**config.mk**
```make
export PLATFORM = sky130hd
export DESIGN_NAME = floating_point_divider_flat
export DESIGN_NICKNAME = d
export VERILOG_FILES = /design/src/rtl/fp32_pkg.sv /design/src/rtl/floating_point_divider_if.sv /design/src/rtl/fp_restoring_div_step.sv /design/src/rtl/floating_point_divider.sv /design/src/flat_wrapper.sv
export SDC_FILE = /design/constraint.sdc
export NUM_CORES = 1
export LEC_CHECK = 0
export CAP_MARGIN = 20
export CORE_ASPECT_RATIO = 2
export CORE_MARGIN = 5
export CORE_UTILIZATION = 50
export CTS_CLUSTER_SIZE = 30
export DETAILED_ROUTE_END_ITERATION = 8
export DONT_BUFFER_PORTS = 1
export HOLD_SLACK_MARGIN = 0.15
export PLACE_DENSITY_LB_ADDON = 0.12
export SLEW_MARGIN = 20
export SYNTH_ARGS = -nofsm -noshare
export SYNTH_HDL_FRONTEND = slang
export SYNTH_SLANG_ARGS = --single-unit
```
**constraint.sdc**
```tcl
create_clock -name clk -period 3.4 [get_ports clk]
set_input_delay 1.02 -clock clk [delete_from_list [all_inputs] [get_ports clk]]
set_output_delay 1.02 -clock clk [all_outputs]
set_load 0.03 [all_outputs]
```
**src/rtl/fp32_pkg.sv**
```systemverilog
// Shared fp32 definitions: field layout, format constants and divider FSM states.
package fp32_pkg;

  typedef struct packed {
    logic       sign;
    logic [7:0] exp;
    logic [22:0] frac;
  } fp32_t;

  localparam int          FP32_BIAS    = 127;
  localparam logic [31:0] FP32_QNAN    = 32'h7FC0_0000;
  localparam logic [7:0]  FP32_EXP_MAX = 8'hFF;

  // Index of the first (most significant) quotient bit produced by the divider.
  localparam logic [4:0]  DIV_FIRST_BIT = 5'd24;

  typedef enum logic [1:0] {
    DIV_IDLE,
    DIV_DIVIDE,
    DIV_DONE
  } div_state_t;

endpackage

```
**src/rtl/floating_point_divider_if.sv**
```systemverilog
// Operand/result handshake bundle of the fp32 divider.
interface floating_point_divider_if;

  logic        in_valid;
  logic        in_ready;
  logic [31:0] dividend;
  logic [31:0] divisor;
  logic        out_valid;
  logic        out_ready;
  logic [31:0] quotient;

  // Producer/consumer side (drives operands, accepts results).
  modport master (
    output in_valid, dividend, divisor, out_ready,
    input  in_ready, out_valid, quotient
  );

  // Divider side.
  modport slave (
    input  in_valid, dividend, divisor, out_ready,
    output in_ready, out_valid, quotient
  );

endinterface

```
**src/rtl/fp_restoring_div_step.sv**
```systemverilog
// One restoring-division step: compare partial remainder with divisor,
// emit one quotient bit and the shifted next remainder.
module fp_restoring_div_step (
  input  logic [24:0] r,
  input  logic [23:0] mb,
  output logic        q_bit,
  output logic [24:0] r_next
);

  logic [24:0] w_diff;

  // The remainder always stays below 2*mb, so the shifted result fits in 25 bits.
  assign w_diff = r - {1'b0, mb};
  assign q_bit  = (r >= {1'b0, mb});
  assign r_next = q_bit ? (w_diff << 1) : (r << 1);

endmodule

```
**src/rtl/floating_point_divider.sv**
```systemverilog
// Multi-cycle fp32 divider: one quotient bit per cycle by restoring division,
// truncating rounding, denormals flushed to zero.
module floating_point_divider
  import fp32_pkg::*;
(
  input  logic                     clk,
  input  logic                     rst_n,
  floating_point_divider_if.slave  bus
);

  div_state_t         r_state;
  div_state_t         w_state_next;
  logic               r_sign;
  logic signed [9:0]  r_exp;
  logic [23:0]        r_mb;
  logic [24:0]        r_rem;
  logic [23:0]        r_q;
  logic [4:0]         r_k;
  logic [31:0]        r_quot;

  fp32_t              w_a;
  fp32_t              w_b;
  logic               w_sign;
  logic               w_accept;
  logic               w_special;
  logic [31:0]        w_special_res;
  logic               w_q_bit;
  logic [24:0]        w_r_next;
  logic [24:0]        w_q_full;
  logic signed [9:0]  w_exp_norm;
  logic [22:0]        w_mant;
  logic [31:0]        w_norm_res;

  assign w_a       = bus.dividend;
  assign w_b       = bus.divisor;
  assign w_sign    = w_a.sign ^ w_b.sign;
  assign w_accept  = bus.in_valid && (r_state == DIV_IDLE);
  assign w_special = (w_a.exp == FP32_EXP_MAX) || (w_b.exp == FP32_EXP_MAX) ||
                     (w_a.exp == 8'd0) || (w_b.exp == 8'd0);

  assign bus.in_ready  = (r_state == DIV_IDLE);
  assign bus.out_valid = (r_state == DIV_DONE);
  assign bus.quotient  = r_quot;

  fp_restoring_div_step u_step (
    .r      (r_rem),
    .mb     (r_mb),
    .q_bit  (w_q_bit),
    .r_next (w_r_next)
  );

  // Quotient including the bit resolved this cycle (complete when r_k == 0).
  assign w_q_full   = {r_q, w_q_bit};
  assign w_exp_norm = r_exp + (w_q_full[24] ? 10'sd127 : 10'sd126);
  assign w_mant     = w_q_full[24] ? w_q_full[23:1] : w_q_full[22:0];

  // Special-operand result: NaN/Inf inputs first, then divide-by-zero, then zero dividend.
  always_comb begin
    w_special_res = {w_sign, 31'b0};
    if ((w_a.exp == FP32_EXP_MAX) || (w_b.exp == FP32_EXP_MAX)) begin
      w_special_res = FP32_QNAN;
    end else if (w_b.exp == 8'd0) begin
      w_special_res = {w_sign, FP32_EXP_MAX, 23'b0};
    end
  end

  // Normalised result with overflow to Inf and underflow to zero.
  always_comb begin
    w_norm_res = {r_sign, w_exp_norm[7:0], w_mant};
    if (w_exp_norm >= 10'sd255) begin
      w_norm_res = {r_sign, FP32_EXP_MAX, 23'b0};
    end else if (w_exp_norm <= 10'sd0) begin
      w_norm_res = {r_sign, 31'b0};
    end
  end

  // State register.
  always_ff @(posedge clk or negedge rst_n) begin
    if (!rst_n) begin
      r_state <= DIV_IDLE;
    end else begin
      r_state <= w_state_next;
    end
  end

  // Next-state logic.
  always_comb begin
    w_state_next = r_state;
    case (r_state)
      DIV_IDLE:   if (w_accept) w_state_next = w_special ? DIV_DONE : DIV_DIVIDE;
      DIV_DIVIDE: if (r_k == 5'd0) w_state_next = DIV_DONE;
      DIV_DONE:   if (bus.out_ready) w_state_next = DIV_IDLE;
      default:    w_state_next = DIV_IDLE;
    endcase
  end

  // Datapath: latch operands on accept, iterate the step, capture the result.
  always_ff @(posedge clk or negedge rst_n) begin
    if (!rst_n) begin
      r_sign <= 1'b0;
      r_exp  <= '0;
      r_mb   <= '0;
      r_rem  <= '0;
      r_q    <= '0;
      r_k    <= '0;
      r_quot <= '0;
    end else begin
      case (r_state)
        DIV_IDLE: begin
          if (w_accept) begin
            r_sign <= w_sign;
            if (w_special) begin
              r_quot <= w_special_res;
            end else begin
              r_exp <= $signed({2'b00, w_a.exp}) - $signed({2'b00, w_b.exp});
              r_mb  <= {1'b1, w_b.frac};
              r_rem <= {2'b01, w_a.frac};
              r_q   <= '0;
              r_k   <= DIV_FIRST_BIT;
            end
          end
        end
        DIV_DIVIDE: begin
          r_rem <= w_r_next;
          r_q   <= w_q_full[23:0];
          r_k   <= r_k - 5'd1;
          if (r_k == 5'd0) r_quot <= w_norm_res;
        end
        default: ;
      endcase
    end
  end

endmodule
```
**src/flat_wrapper.sv**
```systemverilog
// flat-port wrapper written by rule: the top's interface ports become plain ports
module floating_point_divider_flat import fp32_pkg::*;
  (clk, rst_n, bus_in_valid, bus_dividend, bus_divisor, bus_out_ready, bus_in_ready, bus_out_valid, bus_quotient);
  floating_point_divider_if bus_i ();
  input  logic clk;
  input  logic rst_n;
  input wire logic [$bits(bus_i.in_valid)-1:0] bus_in_valid;
  input wire logic [$bits(bus_i.dividend)-1:0] bus_dividend;
  input wire logic [$bits(bus_i.divisor)-1:0] bus_divisor;
  input wire logic [$bits(bus_i.out_ready)-1:0] bus_out_ready;
  output wire logic [$bits(bus_i.in_ready)-1:0] bus_in_ready;
  output wire logic [$bits(bus_i.out_valid)-1:0] bus_out_valid;
  output wire logic [$bits(bus_i.quotient)-1:0] bus_quotient;
  assign bus_i.in_valid = bus_in_valid;
  assign bus_i.dividend = bus_dividend;
  assign bus_i.divisor = bus_divisor;
  assign bus_i.out_ready = bus_out_ready;
  assign bus_in_ready = bus_i.in_ready;
  assign bus_out_valid = bus_i.out_valid;
  assign bus_quotient = bus_i.quotient;
  floating_point_divider u_core (.clk(clk), .rst_n(rst_n), .bus(bus_i));
endmodule
```
==> run summary <==
STATUS
----------------------------------------------------------------------------------------
Run status                                                                  finished, final reports clean

FINISH
----------------------------------------------------------------------------------------
Finished Layout Cells                                                                995
Fillers                                                                            1,323
Cell area after layout                                                      0.00811 sq mm
Inserted Diodes                                                                        0
Area overhead of the layout relative to synthesis                                  12.1%
Commonest cells after routing, fill and taps aside                          dfrtp_1 (122), nand2_1 (97), o21ai_0 (59), inv_1 (52), a21oi_1 (38)
Area used by multi-input combinational logic                                0.00384 sq mm
Most frequent standard cell in the layout excluding fill and tap cells           dfrtp_1
Sequential cell area                                                        0.00305 sq mm
Final #Nets                                                                          896
Ratio of cells with drive above 1 in the final layout                             0.0996

DIE
----------------------------------------------------------------------------------------
Die boundary width                                                               95.1 um
Area of the core                                                            0.0143 sq mm
DIE AREA                                                                    0.0171 sq mm
Number of top-level pins                                                             102
Standard-cell row count                                                               62
Initial core utilization                                                           0.507
Vertical extent of the die                                                        180 um

TIMING
----------------------------------------------------------------------------------------
Fmax                                                                             325 MHz
Setup repair after global routing missed its margin                                   no
Max-slew headroom                                                                  0.567
Portion of the clock cycle consumed by the worst path in the final layout          0.906
Transition time at the pin with the least slew margin                           0.646 ns
Setup Skew                                                                     0.0101 ns
Min Clock Period, post-route                                                     3.08 ns
Final hold violation count                                                             0
Number of pins exceeding their max-slew limit in the final report                      0
Fin Hold WS                                                                     0.288 ns
Sum Neg Setup Slack                                                                 0 ns
Count of final setup violators                                                         0
PnR worst setup slack                                                           0.321 ns

ROUTE
----------------------------------------------------------------------------------------
Vias                                                                               5,937
Via count normalized by instance count                                              5.97
DRC violations left                                                                    0
Post-DR wirelength/cell                                                          19.7 um
Number of DRC markers after the initial detailed-route iteration                     241
Detailed Routing Iterations Pass 1                                                     4
Routed WL                                                                      19,600 um
Number of routed nets with antenna violations                                          0

CLOCK NETWORK
----------------------------------------------------------------------------------------
Clock Root Buffer                                                              clkbuf_16
Insertion delay to the later sink of the worst-skew pair                         0.42 ns
Total number of clock tree sinks                                                     122
Post-cts resize count                                                                  0
Count of hold-fix buffers inserted at cts                                              0
# H-tree levels                                                                        4
Maximum buffer depth of the clock tree                                                 2
Setup bufs post-CTS                                                                    0
TritonCTS Buffers                                                                     17
TritonCTS clock tree                                                               built
CTS clock-pin slew for the worst setup and hold paths                            0.06 ns

YOSYS
----------------------------------------------------------------------------------------
Post-Syn Instances                                                                   786
Leading cell types by total area after synthesis                            dfrtp_1 (42%), ha_1 (6.2%), nand2_1 (5.0%), mux2i_1 (4.7%), o21ai_0 (4.1%)
Dominant cell type by area after synthesis                                       dfrtp_1
Distinct cells, synth                                                                 69
Mapped Area                                                                 0.00724 sq mm
FFs w/ async S/R, synth                                                             1.00
Synth warnings                                                                         0
Sequential share of the synthesized area                                           0.422
Number of synthesized flops with an enable pin                                         0
Post-synth top area share                                                          0.422
Flop and latch count out of synthesis                                                122
Net count after synthesis                                                            892
Synth Flop Type                                                                  dfrtp_1
Mean instance size in the synthesized netlist                                 9.21 sq um

PLACEMENT
----------------------------------------------------------------------------------------
DP HPWL                                                                        14,600 um
IO Port Bufs                                                                           0
Place WS                                                                        0.315 ns
DP Area                                                                     0.00753 sq mm
Final estimated routing congestion in global placement                             0.910
Dpl cells                                                                            963

WORST SETUP PATH
----------------------------------------------------------------------------------------
Kind of capture point of the worst setup path                                  flip-flop
Data arrival at the endpoint of the critical path                                3.37 ns
Cell Chain, Critical Path                                                   ha_1 > inv_1 > ha_1 > or4b_1 > mux2i_1 > a2bb2oi_1 > o41ai_1 > nor2_1 > nand2_1 > buf_4 > o21ai_0
Type of the worst setup path                                                     reg2reg
Largest incremental delay on the critical path                                   0.60 ns
Required time at the endpoint of the critical path                               3.69 ns
Library cell appearing most often on the critical path                              ha_1
Largest fanout on the critical path                                                   22
Critical path's slowest cell                                                      or4b_1
Critical Path Source Type                                                      flip-flop

GRT
----------------------------------------------------------------------------------------
Global-route wire length before repair                                         32,100 um
Sum of overflow across all layers after global routing                                 0
Pin count of the biggest net entering global routing                                 123
Overall Global Routing Usage                                                       0.241
Via count of the first global-routing pass                                         6,297
Number of antenna violations at the first check in global routing                      0

POWER AND IR DROP
----------------------------------------------------------------------------------------
PwrDens                                                                     1200 mW/mm^2
P_leak                                                                           3.53 nW
Peak supply drop                                                                0.706 mV

HOLD PATH
----------------------------------------------------------------------------------------
Type of the most critical hold path                                             in2async

RUN
----------------------------------------------------------------------------------------
Number of max-cap violations                                                           0

sequential cells by signal (all words and copies together), names as in the netlist:
signal               flops
u_core.r_sign            1
u_core.r_k               5
u_core.bus.quotient     32
u_core.r_rem            25
u_core.r_mb             24
u_core.r_exp             9
u_core.r_q              24
u_core.r_state           2
cell families (layout without fill, tap and decap cells):
| logic type | count (synthesis) | count (layout) | share of synthesized area |
|---|---|---|---|
| buf+inv | 91 | 108 | 0.0500 |
| fa+ha+maj | 38 | 38 | 0.0678 |
| xor+xnor | 23 | 23 | 0.0289 |
| simple gates | 220 | 220 | 0.144 |
| mux | 37 | 37 | 0.0517 |
| flops | 122 | 122 | 0.422 |
| compound gates | 255 | 255 | 0.236 |
synth_stat cells, types with 6 or more instances:
cell type and instances:
o31ai_1 6, nor2_1 37, nand2b_1 6, nor3_1 10
nand2_1 97, a22o_1 24, a21oi_1 38, nand3_1 15
clkbuf_1 29, o21a_1 9, dfrtp_1 122, nor2b_1 7
o22ai_1 9, ha_1 36, o211ai_1 12, a21o_1 10
a22oi_1 14, xor2_1 9, o21ai_1 24, o21ai_0 59
mux2i_1 34, inv_1 52, xnor2_1 13, nand4_1 11
o22a_1 13
critical path, delay by kind of cell (launching register included):
kind	cells	cell delay [ns]
adders and majority gates	2	0.46
DFF	1	0.38
AOI/OAI and AO/OA	3	0.72
buffers and inverters	2	0.32
and+or+nand+nor	3	0.87
muxes	1	0.20
worst paths after layout:
kind / startpoint / slack (ns) / end / cells past startpoint
setup / recovery: u_core.r_q[23] / 0.32 / u_core.bus.quotient[0] / 11
hold / removal: rst_n / 0.29 / u_core.r_exp[2] / 0
setup reg to reg: u_core.r_q[23] / 0.32 / u_core.bus.quotient[0] / 11
hold reg to reg: u_core.r_mb[23] / 0.45 / u_core.r_mb[23] / 2
max in group asynchronous: rst_n / 2.90 / u_core.r_exp[0] / 0
min in group clk: u_core.r_mb[23] / 0.45 / u_core.r_mb[23] / 2
report_power, final:
group / switching (mW) / internal [mW] / total, mW
sequential: 0.651 / 1.98 / 2.63
clock: 0.782 / 0.973 / 1.76
combinational: 3.11 / 2.23 / 5.34
total: 4.54 / 5.18 / 9.73
metrics by stage:
stage / power [mW] / util
after floorplan: 6.48 / -
after global placement: 7.86 / 0.528
after detailed placement: 7.98 / 0.528
after CTS: 9.77 / 0.568
after global routing: 10.5 / 0.568
final: 9.73 / 0.568
routing by layer:
layer	GRT usage	wire length, um	vias up
met5	0	0	-
met4	0.126	988	0
met3	0.0581	946	59
met2	0.434	10700	164
met1	0.250	7030	2865
li1	-	-	2849
cell type report:
cell class | instances | share of cell area
clock buffers | 17 | 0.0524
flip-flops and latches | 122 | 0.376
clock inverters | 15 | 0.0188
repair buffers | 24 | 0.0253
multi-input cells | 573 | 0.473
well taps | 192 | 0.0296
inverters | 52 | 0.0241
No activity file was read; power rests on OpenSTA's default activity.
